<file path="config.mk">
export PLATFORM = sky130hd
export DESIGN_NAME = stc0_wb_bridge
export DESIGN_NICKNAME = d
export VERILOG_FILES = /design/src/rtl/stc0_bridge_pkg.sv /design/src/rtl/stc0_sync_fifo.sv /design/src/rtl/stc0_wb_bridge.sv
export SDC_FILE = /design/constraint.sdc
export NUM_CORES = 1
export LEC_CHECK = 0
export ABC_AREA = 1
export CAP_MARGIN = 20
export CORE_ASPECT_RATIO = 0.7
export CORE_MARGIN = 1.5
export CORE_UTILIZATION = 32
export CTS_CLUSTER_SIZE = 20
export DETAILED_ROUTE_END_ITERATION = 10
export PLACE_DENSITY_LB_ADDON = 0.12
export SETUP_SLACK_MARGIN = 0.1
export SYNTH_ARGS = -nofsm -noshare
export SYNTH_HDL_FRONTEND = slang
export SYNTH_SLANG_ARGS = --single-unit
</file>
<file path="constraint.sdc">
create_clock -name wb_clk_i -period 2.6 [get_ports wb_clk_i]
set_input_delay 0.52 -clock wb_clk_i [delete_from_list [all_inputs] [get_ports wb_clk_i]]
set_output_delay 0.52 -clock wb_clk_i [all_outputs]
set_load 0.05 [all_outputs]
</file>
<file path="src/rtl/stc0_bridge_pkg.sv">
// Shared register map and bit positions for the stc0 Wishbone bridge.
package stc0_bridge_pkg;

    // Word register select values (byte address bits [3:2])
    localparam logic [1:0] REG_TXDATA = 2'd0;
    localparam logic [1:0] REG_RXDATA = 2'd1;
    localparam logic [1:0] REG_STATUS = 2'd2;
    localparam logic [1:0] REG_CTRL   = 2'd3;

    // STATUS fields
    localparam int ST_TX_COUNT_LSB = 0;
    localparam int ST_RX_COUNT_LSB = 8;
    localparam int ST_TX_FULL      = 16;
    localparam int ST_RX_EMPTY     = 17;
    localparam int ST_RX_OVERFLOW  = 18;
    localparam int ST_TX_DROP      = 19;

    // CTRL fields
    localparam int CTRL_TX_EN  = 0;
    localparam int CTRL_IRQ_EN = 1;

    // RXDATA marks a valid byte with this bit
    localparam int RXDATA_VLD = 31;

endpackage

</file>
<file path="src/rtl/stc0_sync_fifo.sv">
// Single-clock FIFO with first-word-fall-through head; push into a full
// FIFO is accepted only when a pop happens in the same cycle.
module stc0_sync_fifo #(
    parameter int WIDTH = 8,
    parameter int DEPTH = 16
) (
    input  logic                     clk,
    input  logic                     rst,
    input  logic                     push,
    input  logic                     pop,
    input  logic [WIDTH-1:0]         din,
    output logic [WIDTH-1:0]         dout,
    output logic                     full,
    output logic                     empty,
    output logic [$clog2(DEPTH):0]   count
);

    localparam int AW = $clog2(DEPTH);
    localparam logic [AW:0] FULL_CNT = (AW+1)'(DEPTH);

    logic [WIDTH-1:0] mem [DEPTH];
    logic [AW-1:0]    wr_ptr;
    logic [AW-1:0]    rd_ptr;
    logic [AW:0]      cnt;
    logic             do_push;
    logic             do_pop;

    assign empty   = (cnt == '0);
    assign full    = (cnt == FULL_CNT);
    assign do_pop  = pop & ~empty;
    assign do_push = push & (~full | do_pop);
    assign dout    = mem[rd_ptr];
    assign count   = cnt;

    // Pointer and occupancy bookkeeping; pointers wrap modulo DEPTH
    always_ff @(posedge clk) begin
        if (rst) begin
            wr_ptr <= '0;
            rd_ptr <= '0;
            cnt    <= '0;
        end else begin
            if (do_push) wr_ptr <= wr_ptr + AW'(1);
            if (do_pop)  rd_ptr <= rd_ptr + AW'(1);
            case ({do_push, do_pop})
                2'b10:   cnt <= cnt + (AW+1)'(1);
                2'b01:   cnt <= cnt - (AW+1)'(1);
                default: cnt <= cnt;
            endcase
        end
    end

    // Storage array; contents need no reset since occupancy gates reads
    always_ff @(posedge clk) begin
        if (do_push) mem[wr_ptr] <= din;
    end

endmodule

</file>
<file path="src/rtl/stc0_wb_bridge.sv">
// Wishbone slave bridging SoC register accesses to the stc0_core byte
// streams: TX FIFO drains onto ID/IValid, RX FIFO captures ED/EValid.
module stc0_wb_bridge #(
    parameter logic [31:0] BASE_ADDR = 32'h3000_0000,
    parameter int          TX_DEPTH  = 16,
    parameter int          RX_DEPTH  = 16
) (
    input  logic        wb_clk_i,
    input  logic        wb_rst_i,
    input  logic        wbs_stb_i,
    input  logic        wbs_cyc_i,
    input  logic        wbs_we_i,
    input  logic [3:0]  wbs_sel_i,
    input  logic [31:0] wbs_dat_i,
    input  logic [31:0] wbs_adr_i,
    output logic        wbs_ack_o,
    output logic [31:0] wbs_dat_o,
    output logic [7:0]  ID,
    output logic        IValid,
    input  logic [7:0]  ED,
    input  logic        EValid,
    output logic        irq
);

    import stc0_bridge_pkg::*;

    logic        accept;
    logic        hit;
    logic [1:0]  reg_sel;
    logic        wr_acc;
    logic        rd_acc;
    logic [31:0] rdata;

    logic        tx_en;
    logic        irq_en;
    logic        rx_overflow;
    logic        tx_drop;

    logic        tx_push;
    logic        tx_pop;
    logic [7:0]  tx_dout;
    logic        tx_full;
    logic        tx_empty;
    logic [$clog2(TX_DEPTH):0] tx_count;

    logic        rx_pop;
    logic [7:0]  rx_dout;
    logic        rx_full;
    logic        rx_empty;
    logic [$clog2(RX_DEPTH):0] rx_count;

    logic        ovf_set;
    logic        ovf_clr;
    logic        drop_set;
    logic        drop_clr;
    logic        ctrl_wr;

    assign accept  = wbs_stb_i & wbs_cyc_i & ~wbs_ack_o;
    assign hit     = (wbs_adr_i[31:4] == BASE_ADDR[31:4]);
    assign reg_sel = wbs_adr_i[3:2];
    assign wr_acc  = accept & hit & wbs_we_i;
    assign rd_acc  = accept & hit & ~wbs_we_i;

    assign tx_push  = wr_acc & (reg_sel == REG_TXDATA) & wbs_sel_i[0];
    assign tx_pop   = tx_en & ~tx_empty;
    assign rx_pop   = rd_acc & (reg_sel == REG_RXDATA) & ~rx_empty;
    assign ctrl_wr  = wr_acc & (reg_sel == REG_CTRL) & wbs_sel_i[0];

    // A push into a full FIFO survives only if the same cycle frees a slot
    assign drop_set = tx_push & tx_full & ~tx_pop;
    assign ovf_set  = EValid & rx_full & ~rx_pop;
    assign drop_clr = wr_acc & (reg_sel == REG_STATUS) & wbs_sel_i[2] & wbs_dat_i[ST_TX_DROP];
    assign ovf_clr  = wr_acc & (reg_sel == REG_STATUS) & wbs_sel_i[2] & wbs_dat_i[ST_RX_OVERFLOW];

    stc0_sync_fifo #(.WIDTH(8), .DEPTH(TX_DEPTH)) u_tx_fifo (
        .clk   (wb_clk_i),
        .rst   (wb_rst_i),
        .push  (tx_push),
        .pop   (tx_pop),
        .din   (wbs_dat_i[7:0]),
        .dout  (tx_dout),
        .full  (tx_full),
        .empty (tx_empty),
        .count (tx_count)
    );

    stc0_sync_fifo #(.WIDTH(8), .DEPTH(RX_DEPTH)) u_rx_fifo (
        .clk   (wb_clk_i),
        .rst   (wb_rst_i),
        .push  (EValid),
        .pop   (rx_pop),
        .din   (ED),
        .dout  (rx_dout),
        .full  (rx_full),
        .empty (rx_empty),
        .count (rx_count)
    );

    // Read mux; misses and write-only registers return zero
    always_comb begin
        rdata = '0;
        if (hit) begin
            case (reg_sel)
                REG_RXDATA: begin
                    if (!rx_empty) begin
                        rdata[RXDATA_VLD] = 1'b1;
                        rdata[7:0]        = rx_dout;
                    end
                end
                REG_STATUS: begin
                    rdata[ST_TX_COUNT_LSB +: 8] = 8'(tx_count);
                    rdata[ST_RX_COUNT_LSB +: 8] = 8'(rx_count);
                    rdata[ST_TX_FULL]           = tx_full;
                    rdata[ST_RX_EMPTY]          = rx_empty;
                    rdata[ST_RX_OVERFLOW]       = rx_overflow;
                    rdata[ST_TX_DROP]           = tx_drop;
                end
                REG_CTRL: begin
                    rdata[CTRL_TX_EN]  = tx_en;
                    rdata[CTRL_IRQ_EN] = irq_en;
                end
                default: rdata = '0;
            endcase
        end
    end

    // Single-cycle ack with read data presented only during the ack cycle
    always_ff @(posedge wb_clk_i) begin
        if (wb_rst_i) begin
            wbs_ack_o <= 1'b0;
            wbs_dat_o <= '0;
        end else begin
            wbs_ack_o <= accept;
            wbs_dat_o <= (accept & ~wbs_we_i) ? rdata : '0;
        end
    end

    // Control bits and sticky flags; a set in the same cycle as a clear wins
    always_ff @(posedge wb_clk_i) begin
        if (wb_rst_i) begin
            tx_en       <= 1'b0;
            irq_en      <= 1'b0;
            rx_overflow <= 1'b0;
            tx_drop     <= 1'b0;
        end else begin
            if (ctrl_wr) begin
                tx_en  <= wbs_dat_i[CTRL_TX_EN];
                irq_en <= wbs_dat_i[CTRL_IRQ_EN];
            end
            rx_overflow <= ovf_set  | (rx_overflow & ~ovf_clr);
            tx_drop     <= drop_set | (tx_drop & ~drop_clr);
        end
    end

    // Ingress output register: one byte per IValid cycle, ID holds when idle
    always_ff @(posedge wb_clk_i) begin
        if (wb_rst_i) begin
            IValid <= 1'b0;
            ID     <= '0;
        end else begin
            IValid <= tx_pop;
            if (tx_pop) ID <= tx_dout;
        end
    end

    // Registered level interrupt
    always_ff @(posedge wb_clk_i) begin
        if (wb_rst_i) irq <= 1'b0;
        else          irq <= irq_en & (~rx_empty | rx_overflow | tx_drop);
    end

endmodule

</file>
**Word-level counts from Yosys, hierarchy flattened**

Memories as Yosys holds them, arrays and structs flattened. A register that Yosys moved wholly into a read port is not among the register bits.
Index checks and enable logic that the tools add are counted.
W data, S select, Z words.

- Bitwise logic cells: 48
- Equality and inequality tests: 10
- Reduce and logical (&&, ||, !) cells: 9
- Add/sub/neg operators: 8
- Mux-type cells: 13

Operators by type and width:

| operator | number |
|---|---|
| $and A1 B1 Y1 | 28 |
| $eq A28 B26 Y1 const B | 1 |
| $pmux W5 S2 | 2 |
| $add A4 B1 Y4 const B | 4 |
| $not A1 Y1 | 14 |
| $mux W12 | 1 |
| $pmux W6 S2 | 1 |
| $add A5 B1 Y5 const B | 2 |
| $eq A5 B5 Y1 const B | 2 |
| $logic_not A5 Y1 | 2 |
| $sub A5 B1 Y5 const B | 2 |
| $eq A2 B2 Y1 const B | 4 |
| $mux W4 | 2 |
| $mux W8 | 1 |
| $reduce_or A4 Y1 | 2 |
| $eq A2 B1 Y1 const B | 3 |
| $or A1 B1 Y1 | 6 |
| $pmux W2 S3 | 1 |
| $mux W1 | 5 |
| $reduce_bool A2 Y1 | 2 |
| $reduce_or A3 Y1 | 1 |
| $logic_not A2 Y1 | 1 |
| $reduce_or A2 Y1 | 1 |

- Logic and storage cells: 107
- Bits of input ports: 82
- RAM bits: 256
- Output and inout port bits: 43
- Memories kept: 2
- Flip-flop bits (word level): 65

Memory list:

| name | words | bits a word | rd ports | clocked after Yosys merged registers in | wr ports | RTL line | text |
|---|---|---|---|---|---|---|---|
| u_rx_fifo.mem | 16 | 8 | 1 | 1 | 1 | stc0_sync_fifo.sv:21 | `logic [WIDTH-1:0] mem [DEPTH];` |
| u_tx_fifo.mem | 16 | 8 | 1 | 1 | 1 | stc0_sync_fifo.sv:21 |  |

**Longest topological paths before layout**

Gate-level depths: netlist (run 1).

- Depth in word-level cells: 11
- Depth in mapped cells: 20
- Mapped depth without buffers: 20

**By module**

From an unflattened synthesis (run 1), not the netlist that was laid out.

- Cells, all modules: 1324
- Area, all modules: 14053.5 sq um

By module, submodules not included:

| module | times used | sequential area each (sq um) | cells each | area an instance (sq um) |
|---|---|---|---|---|
| stc0_sync_fifo (u_rx_fifo) | 1 | 4184.0 | 541 | 6227.2 |
| stc0_sync_fifo (u_tx_fifo) | 1 | 4184.0 | 536 | 6157.2 |
| stc0_wb_bridge | 1 | 660.6 | 247 | 1669.1 |

**Worst setup path before layout (run 1)**

Ideal clock, no wire load.

- Path type: input to register
- Start point: input port wbs_adr_i[26]
- End point: register u_tx_fifo.cnt[4] (netlist: u_tx_fifo.count[4])
- Stages on the path: 20
- Path buffers: 0
- Arrival time: 2.373 ns
- Setup time: 0.115 ns
- Path slack: 0.112 ns
- Required time: 2.485 ns
- Path through: inv_1 nand2_1 nor2_1 nand2_1 nor2_1 and2_4 nand2_4 nor2_8 nand2_4 nand2_1 inv_1 fa_1 nand2_1 nand2_1 a21oi_1 nand2_1 nand2_1 nand3_1 nand2_1 nor2_1

- Longest elaborated chain between the ends: 8
- Elaborated cells between the ends (all ways): 10
- Those cells by class: 3 x eq/ne; 1 x mux; 5 x bitwise; 1 x reduce/logical

Ends and longest elaborated chain:

| what | RTL line | text |
|---|---|---|
| start, declared | stc0_wb_bridge.sv:15 | `input logic [31:0] wbs_adr_i,` |
| $eq A28 B26 Y1 (*) | stc0_wb_bridge.sv:59 | `assign hit = (wbs_adr_i[31:4] == BASE_ADDR[31:4]);` |
| $and A1 B1 Y1 (*) (2 in series) | stc0_wb_bridge.sv:61 | `assign wr_acc = accept & hit & wbs_we_i;` |
| $and A1 B1 Y1 (*) (2 in series) | stc0_wb_bridge.sv:64 | `assign tx_push = wr_acc & (reg_sel == REG_TXDATA) & wbs_sel_i[0];` |
| $and A1 B1 Y1 (*) | stc0_sync_fifo.sv:31 | `assign do_push = push & (~full \| do_pop);` |
| $eq A2 B1 Y1 / $eq A2 B2 Y1 (equally long branches) | stc0_sync_fifo.sv:44 | `case ({do_push, do_pop})` |
| $pmux W5 S2 / $reduce_bool A2 Y1 (equally long branches) | n/a |  |
| end signal, assigned | stc0_sync_fifo.sv:45 | `2'b10: cnt <= cnt + (AW+1)'(1);` |
| end signal, assigned | stc0_sync_fifo.sv:46 | `2'b01: cnt <= cnt - (AW+1)'(1);` |
| end signal, assigned | stc0_sync_fifo.sv:47 | `default: cnt <= cnt;` |
| end, declared | stc0_sync_fifo.sv:24 | `logic [AW:0] cnt;` |

Every way passes the cells marked *; elsewhere a longest branch is shown, timed or not.
A chain may end at the register's enable or synchronous reset.

**Worst setup path in the final report (run 1)**

- Start point: input port wbs_adr_i[31]
- End point: register u_tx_fifo.cnt[4] (netlist: u_tx_fifo.count[4])

The elaborated chain is that of the path after synthesis.

==> impl_metrics.yaml, run 1 <==
global_routing:
  grt_pass1_wl_um: 52600
  grt_usage_pct: 16.4
  grt_pass1_vias: 8454
  antenna_found_initial: 0
  grt_max_degree: 67
  gr-total-overflow: 0
clock_tree:
  clk_pin_slew_ns: 0.06
  clockBufferDepth: 3
  clkLatencyLatePin_ns: 0.53
  cts_sinks: 319
  cts_made_buffers: 35
  cts-root-buf: "clkbuf_16"
  htree_levels: 2
  cts_tree: "yes"
place:
  dp_hpwl_um: 22900
  numPortBuffers: 84
  place_area_sq_mm: 0.0153
  gp_congestion: 0.796
  dp_cells: 1826
floorplanning:
  rows: 62
  dieArea_sq_mm: 0.0427
  die_x_um: 246
  start_util_pct: 32.4
  core_sq_mm: 0.0410
  ios: 125
  fp.dieH_um: 173
cells_and_area:
  fin_nets: 1422
  seq_area_sq_mm: 0.00895
  drive_gt1_share_pct: 14.0
  syn_to_final_growth_pct: 24.5
  antenna_cells: 0
  nFillCells: 3943
  multiInputGateArea_sq_mm: 0.00368
  final_util_pct: 40.3
  final_cells: 1890
  final_area_sq_mm: 0.0165
power:
  pwr-share-clk_pct: 43.6
  power_frac_seq_pct: 52.6
  intPower_mw: 8.27
  p_sw_mw: 2.28
  combPwrFrac_pct: 3.8
  p_per_area_mw_per_mm2: 639
  leakagePower_nw: 6.14
  total_power_mw: 10.6
  netSwitchingFraction_pct: 21.6
  peakVddDrop_uv: 370
synthesis:
  ys_ff_latch: 319
  synth_common_cells: "edfxtp_1, nor2_1, o21ai_0"
  synth_top_area_cell: "edfxtp_1"
  yosys_warnings: 0
  async_reset_ff_share_pct: 0
  synth_edf_count: 256
  synth_cells: 1148
  synth.most_common_cell: "edfxtp_1"
  yosysUniqueCellTypes: 43
  synth_top_area_share_pct: 57.9
  synthesis.area_sq_mm: 0.0133
  synth_area_leaders: "edfxtp_1, dfxtp_1, o21ai_0"
  ys.flop_type: "edfxtp_1"
  syn_avg_cell_area_sq_um: 11.6
  seq_area_frac_synth_pct: 67.4
timing:
  maxSlewViolCount: 0
  period_share_pct: 90.2
  hold_viol: 0
  fin_crit_ns: 2.35
  hold-worst-slack_ns: 0.448
  fmax_ghz: 0.426
  rsz0062_at_grt: "true"
  setup-violations-final: 0
  tightest_slew_ns: 0.726
  relSlewSlack_pct: 51.4
  fin_skew_ns: 0.0283
detailed_routing:
  postRouteWirelength_um: 34800
  num_vias: 8873
  wl_per_cell_um: 18.4
  drt-pass1-iter-count: 7
  ant_nets: 0
  first_iter_violations: 700
  drt-vias-per-instance: 4.69
  drc: 0
worst_setup_path:
  critPathArrivalTime_ns: 2.77
  critPathSlowestCell: "clkdlybuf4s50_1"
  cp.depth: 19
  path_cells: "clkdlybuf4s50_1 -> nor2_1 -> nand2_1 -> nor2_2 -> and2_4 -> nand2_4 -> nor2_8 -> nand2_4 -> nand2_4 -> inv_4 -> fa_2 -> nand2_2 -> nand2_2 -> a21oi_2 -> nand2_1 -> nand2_2 -> nand3_2 -> nand2_1 -> nor2_1"
  endpoint_kind: "register"
  criticalPathCategory: "input pin to register"
  cp_max_fo: 3
  cpPeakStageDelay_ns: 0.39
  critPathRequiredTime_ns: 3.03
  path_delay_family: "simple AND/OR/NAND/NOR gates"
  rr_worst_depth: 15
  critPathLaunchType: "input pin"
  rrSetupSlack_ns: 0.33
  crit_buf_inv: 2
outcome:
  status: "finished clean"
worst_hold_path:
  min_path_cells: 2
  hold_class: "register to register"
flow_run:
  max-cap-violations: 0
==> logic make-up after synthesis <==
kind of cell	synth area share, %
muxes	2.34
xor gates and xnor gates	0.264
buffers and inverters	5.48
AOI/OAI and AO/OA	12.2
and+or+nand+nor	10.3
other	0.0283
adders and majority gates	1.94
DFF	67.4
==> sequential cells by signal (all words and copies together), names as in the netlist, named ones only <==
name and cells:
ID 8, IValid 1, irq 1, irq_en 1, rx_overflow 1, tx_drop 1
tx_en 1, u_rx_fifo.count 5, u_rx_fifo.mem 128, u_rx_fifo.rd_ptr 4, u_rx_fifo.wr_ptr 4, u_tx_fifo.count 5
u_tx_fifo.mem 128, u_tx_fifo.rd_ptr 4, u_tx_fifo.wr_ptr 4, wbs_ack_o 1, wbs_dat_o 18
==> per-layer routing <==
| layer | global-route usage [%] | routed length [um] | vias up |
|---|---|---|---|
| li1 | - | - | 4396 |
| met1 | 26.4 | 18600 | 4235 |
| met2 | 22.2 | 13700 | 199 |
| met3 | 3.44 | 1940 | 43 |
| met4 | 3.66 | 543 | 0 |
| met5 | 0 | 0 | - |
==> path summary, 6_finish.rpt <==
check / start / end
setup / recovery: wbs_adr_i[31] / u_tx_fifo.count[4]
hold / removal: rx_overflow / wbs_dat_o[18]
setup reg to reg: u_tx_fifo.count[1] / u_tx_fifo.count[4]
hold reg to reg: rx_overflow / wbs_dat_o[18]
==> layout make-up <==
| cell class | count | share of cell area (%) |
|---|---|---|
| sequential | 319 | 54.2 |
| tap | 544 | 4.12 |
| clock buffer | 44 | 5.75 |
| clock inverter | 19 | 0.651 |
| timing repair buffer | 187 | 10.5 |
| multi-input combinational | 666 | 22.3 |
| inverter | 111 | 2.54 |
==> per-stage QoR <==
step           setup WS [ns]  TNS [ns]
2_1_floorplan          0.112         0
3_3_place_gp          -0.528    -94.47
3_5_place_dp          -0.577   -102.16
4_1_cts                0.118         0
5_1_grt               0.0717         0
6_report               0.255         0
==> worst reg2reg max path, stage by stage (launching register included) <==
cell	delay, ns
dfxtp_1	0.37
nor4_1	0.40
nand2_1	0.11
nand2_2	0.08
inv_1	0.07
nand2_4	0.09
inv_4	0.05
fa_2	0.38
nand2_2	0.09
nand2_2	0.05
a21oi_2	0.17
nand2_1	0.08
nand2_2	0.07
nand3_2	0.05
nand2_1	0.07
nor2_1	0.04
==> cells in the final DEF, fill, tap and decap left out, types with 3 or more instances in the layout <==
cell type / count
edfxtp_1: 256
nor2_1: 163
o21ai_0: 149
inv_1: 99
buf_4: 99
nand2_1: 72
dfxtp_1: 61
clkdlybuf4s50_1: 57
a21oi_1: 52
nand3_1: 40
clkbuf_16: 35
mux2i_1: 31
dlymetal6s2s_1: 27
o211ai_1: 25
o221ai_1: 24
ha_1: 19
clkinv_1: 18
o22ai_1: 15
conb_1: 14
nand2_2: 9
a211oi_1: 7
inv_2: 6
nand2_4: 5
clkbuf_1: 5
nand4_1: 4
nor3_1: 4
a21oi_2: 4
clkbuf_8: 4
buf_12: 4
and2_1: 3
nor2_2: 3
nand3_2: 3
==> what timing repair did <==
action                     CTS  global route
gates resized for setup      3            42
hold buffers                 0             0
pin swaps                    0            24
setup endpoints to repair    1           254
setup buffers                0             1
==> power groups by stage <==
stage / sequential, mW / clock (mW) / combinational [mW]
3_3_place_gp: 5.66 / 0 / 0.401
2_1_floorplan: 5.66 / 0 / 0.171
4_1_cts: 5.55 / 4.74 / 0.404
3_5_place_dp: 5.66 / 0 / 0.402
5_1_grt: 5.55 / 4.94 / 0.437
6_report: 5.55 / 4.60 / 0.396
No activity file was read; power rests on OpenSTA's default activity.
==> inputs of run 2 (changes only) <==
--- a/config.mk
+++ b/config.mk
@@ -8,7 +8,7 @@
 export ABC_AREA = 1
 export CAP_MARGIN = 20
 export CORE_ASPECT_RATIO = 0.7
-export CORE_MARGIN = 1.5
+export CORE_MARGIN = 5
 export CORE_UTILIZATION = 32
 export CTS_CLUSTER_SIZE = 20
 export DETAILED_ROUTE_END_ITERATION = 10
==> run 2 against run 1 <==
Clock skew down 0.0084 ns. Non-clock buffer count did not move. Wire length rose by 1.3%. Critical path type unchanged. Global-route usage is 1.3 points lower. Sequential power hardly changed.
==> impl_metrics.yaml, run 2 (same netlist as run 1, synthesis figures left out) <==
outcome:
  status: "finished clean"
place:
  dp_hpwl_um: 23400
  numPortBuffers: 84
  gp_congestion: 0.801
  dp_slack_ns: -0.461
  dp_cells: 1824
timing:
  hold_viol: 0
  fin_tns_setup_ns: 0
  tightest_slew_ns: 0.735
  maxSlewViolCount: 0
  fin_crit_ns: 2.36
  rsz0062_at_grt: "true"
  fmax_ghz: 0.423
  setup_ws_ns: 0.239
  period_share_pct: 90.8
  fin_skew_ns: 0.0198
  setup-violations-final: 0
  hold-worst-slack_ns: 0.442
  relSlewSlack_pct: 50.8
clock_tree:
  clkLatencyLatePin_ns: 0.51
  cts_hold_buf: 0
  cts_sinks: 319
  clk_pin_slew_ns: 0.06
  cts-root-buf: "clkbuf_16"
  cts_made_buffers: 34
  cts_tree: "yes"
  htree_levels: 2
  clockBufferDepth: 3
cells_and_area:
  final_util_pct: 40.3
  antenna_cells: 0
  drive_gt1_share_pct: 14.1
  fin_nets: 1421
  syn_to_final_growth_pct: 24.4
  final_common_cell: "edfxtp_1"
  reg_top3: "u_rx_fifo.mem: 128 flops, u_tx_fifo.mem: 128 flops, wbs_dat_o: 18 flops"
  final_cell_mix: "edfxtp_1, nor2_1, o21ai_0"
  final_cells: 1887
detailed_routing:
  num_vias: 8902
  ant_nets: 0
  drt-vias-per-instance: 4.72
  drc: 0
  first_iter_violations: 656
  wl_per_cell_um: 18.7
  drt-pass1-iter-count: 5
  postRouteWirelength_um: 35300
global_routing:
  antenna_found_initial: 0
  top_usage_layer: "met1"
  grt_pass1_wl_um: 53000
  grt_usage_pct: 15.1
  grt_use_met2_pct: 20.5
  gr-total-overflow: 0
  use_met3_pct: 2.57
  grt_pass1_vias: 8488
  grt_max_degree: 66
  use_met1_pct: 25.0
worst_setup_path:
  cp-endpoint: "u_rx_fifo.mem[13][4]"
  critPathArrivalTime_ns: 2.57
  cpMostUsedCell: "nand2_1"
  critPathSlowestCell: "clkdlybuf4s50_1"
  endpoint_kind: "register"
  r2r-start: "u_tx_fifo.count[1]"
  rr_worst_depth: 15
  path_cells: "clkdlybuf4s50_1 -> nand3b_1 -> nor2_2 -> nand3_1 -> inv_1 -> nand2_1 -> nand2_1 -> nand2_1 -> inv_2 -> nand2_1 -> nor2_1 -> buf_4"
  cpPeakStageDelay_ns: 0.45
  cp_max_fo: 6
  critPathLaunchType: "input pin"
  criticalPathCategory: "input pin to register"
  critPathRequiredTime_ns: 2.81
  r2r-end: "u_tx_fifo.count[4]"
  rrSetupSlack_ns: 0.32
  startpoint: "wbs_stb_i"
power:
  peakVddDrop_uv: 400
  p_per_area_mw_per_mm2: 634
  leakagePower_nw: 6.13
flow_run:
  max-cap-violations: 0
floorplanning:
  core_sq_mm: 0.0410
  ios: 125
  rows: 62
  dieArea_sq_mm: 0.0457
  fp.dieH_um: 180
  die_x_um: 253
  start_util_pct: 32.4
worst_hold_path:
  hold_class: "register to register"
## run 2: cell count changes in the layout (fill, tap and decap cells not counted), sizes merged
cell / delta
bufinv: +1
clkbuf: +6
clkinv: -10
clkinvlp: -1
inv: +1
## run 2: metal layers
metal | up-vias | share of wire [%] | wire length (um)
met5 | - | 0 | 0
met4 | 0 | 1.3 | 454
met3 | 32 | 6.1 | 2140
met2 | 228 | 40 | 14300
met1 | 4239 | 52 | 18400
li1 | 4403 | - | -
## run 2: metrics by stage
step           instance area, sq um  total power [mW]
2_1_floorplan                 13300              5.83
6_report                      16500              10.5
3_5_place_dp                  15300              6.06
4_1_cts                       16400              10.6
3_3_place_gp                  15300              6.06
5_1_grt                       16500              10.9
## run 2: power by group
part	switching [mW]	leakage, nW	internal [mW]
Combinational	0.253	2.82	0.137
Clock	1.90	0.493	2.61
Sequential	0.0140	2.82	5.54
## run 2: worst min path at each step
stage,start,endpoint,slack (ns),depth (start not counted)
final,rx_overflow,wbs_dat_o[18],0.44,2
after CTS,rx_overflow,wbs_dat_o[18],0.44,2
after detailed placement,rx_overflow,wbs_dat_o[18],0.43,2
after global routing,rx_overflow,wbs_dat_o[18],0.47,2
after floorplan,tx_drop,wbs_dat_o[19],0.42,2
after global placement,rx_overflow,wbs_dat_o[18],0.43,2
## run 2: layout make-up
| class | count | area (sq um) |
|---|---|---|
| clock buffers | 50 | 942 |
| inverters | 111 | 419 |
| multi-input cells | 666 | 3700 |
| flip-flops and latches | 319 | 8950 |
| fillers | 3910 | 24500 |
| repair buffers | 187 | 1730 |
| clock inverters | 10 | 72.6 |
| well taps | 544 | 681 |
## run 2: repair_timing
action / in CTS / in global routing
resized for setup: 1 / 49
endpoints found under the setup margin: 1 / 261
pin swaps: 0 / 27
buffers inserted: 0 / 3
## run 2: worst max-delay path, delay by kind of cell
family | cells | cell delay [ns]
simple gates | 8 | 1.13
buf+inv | 4 | 0.92
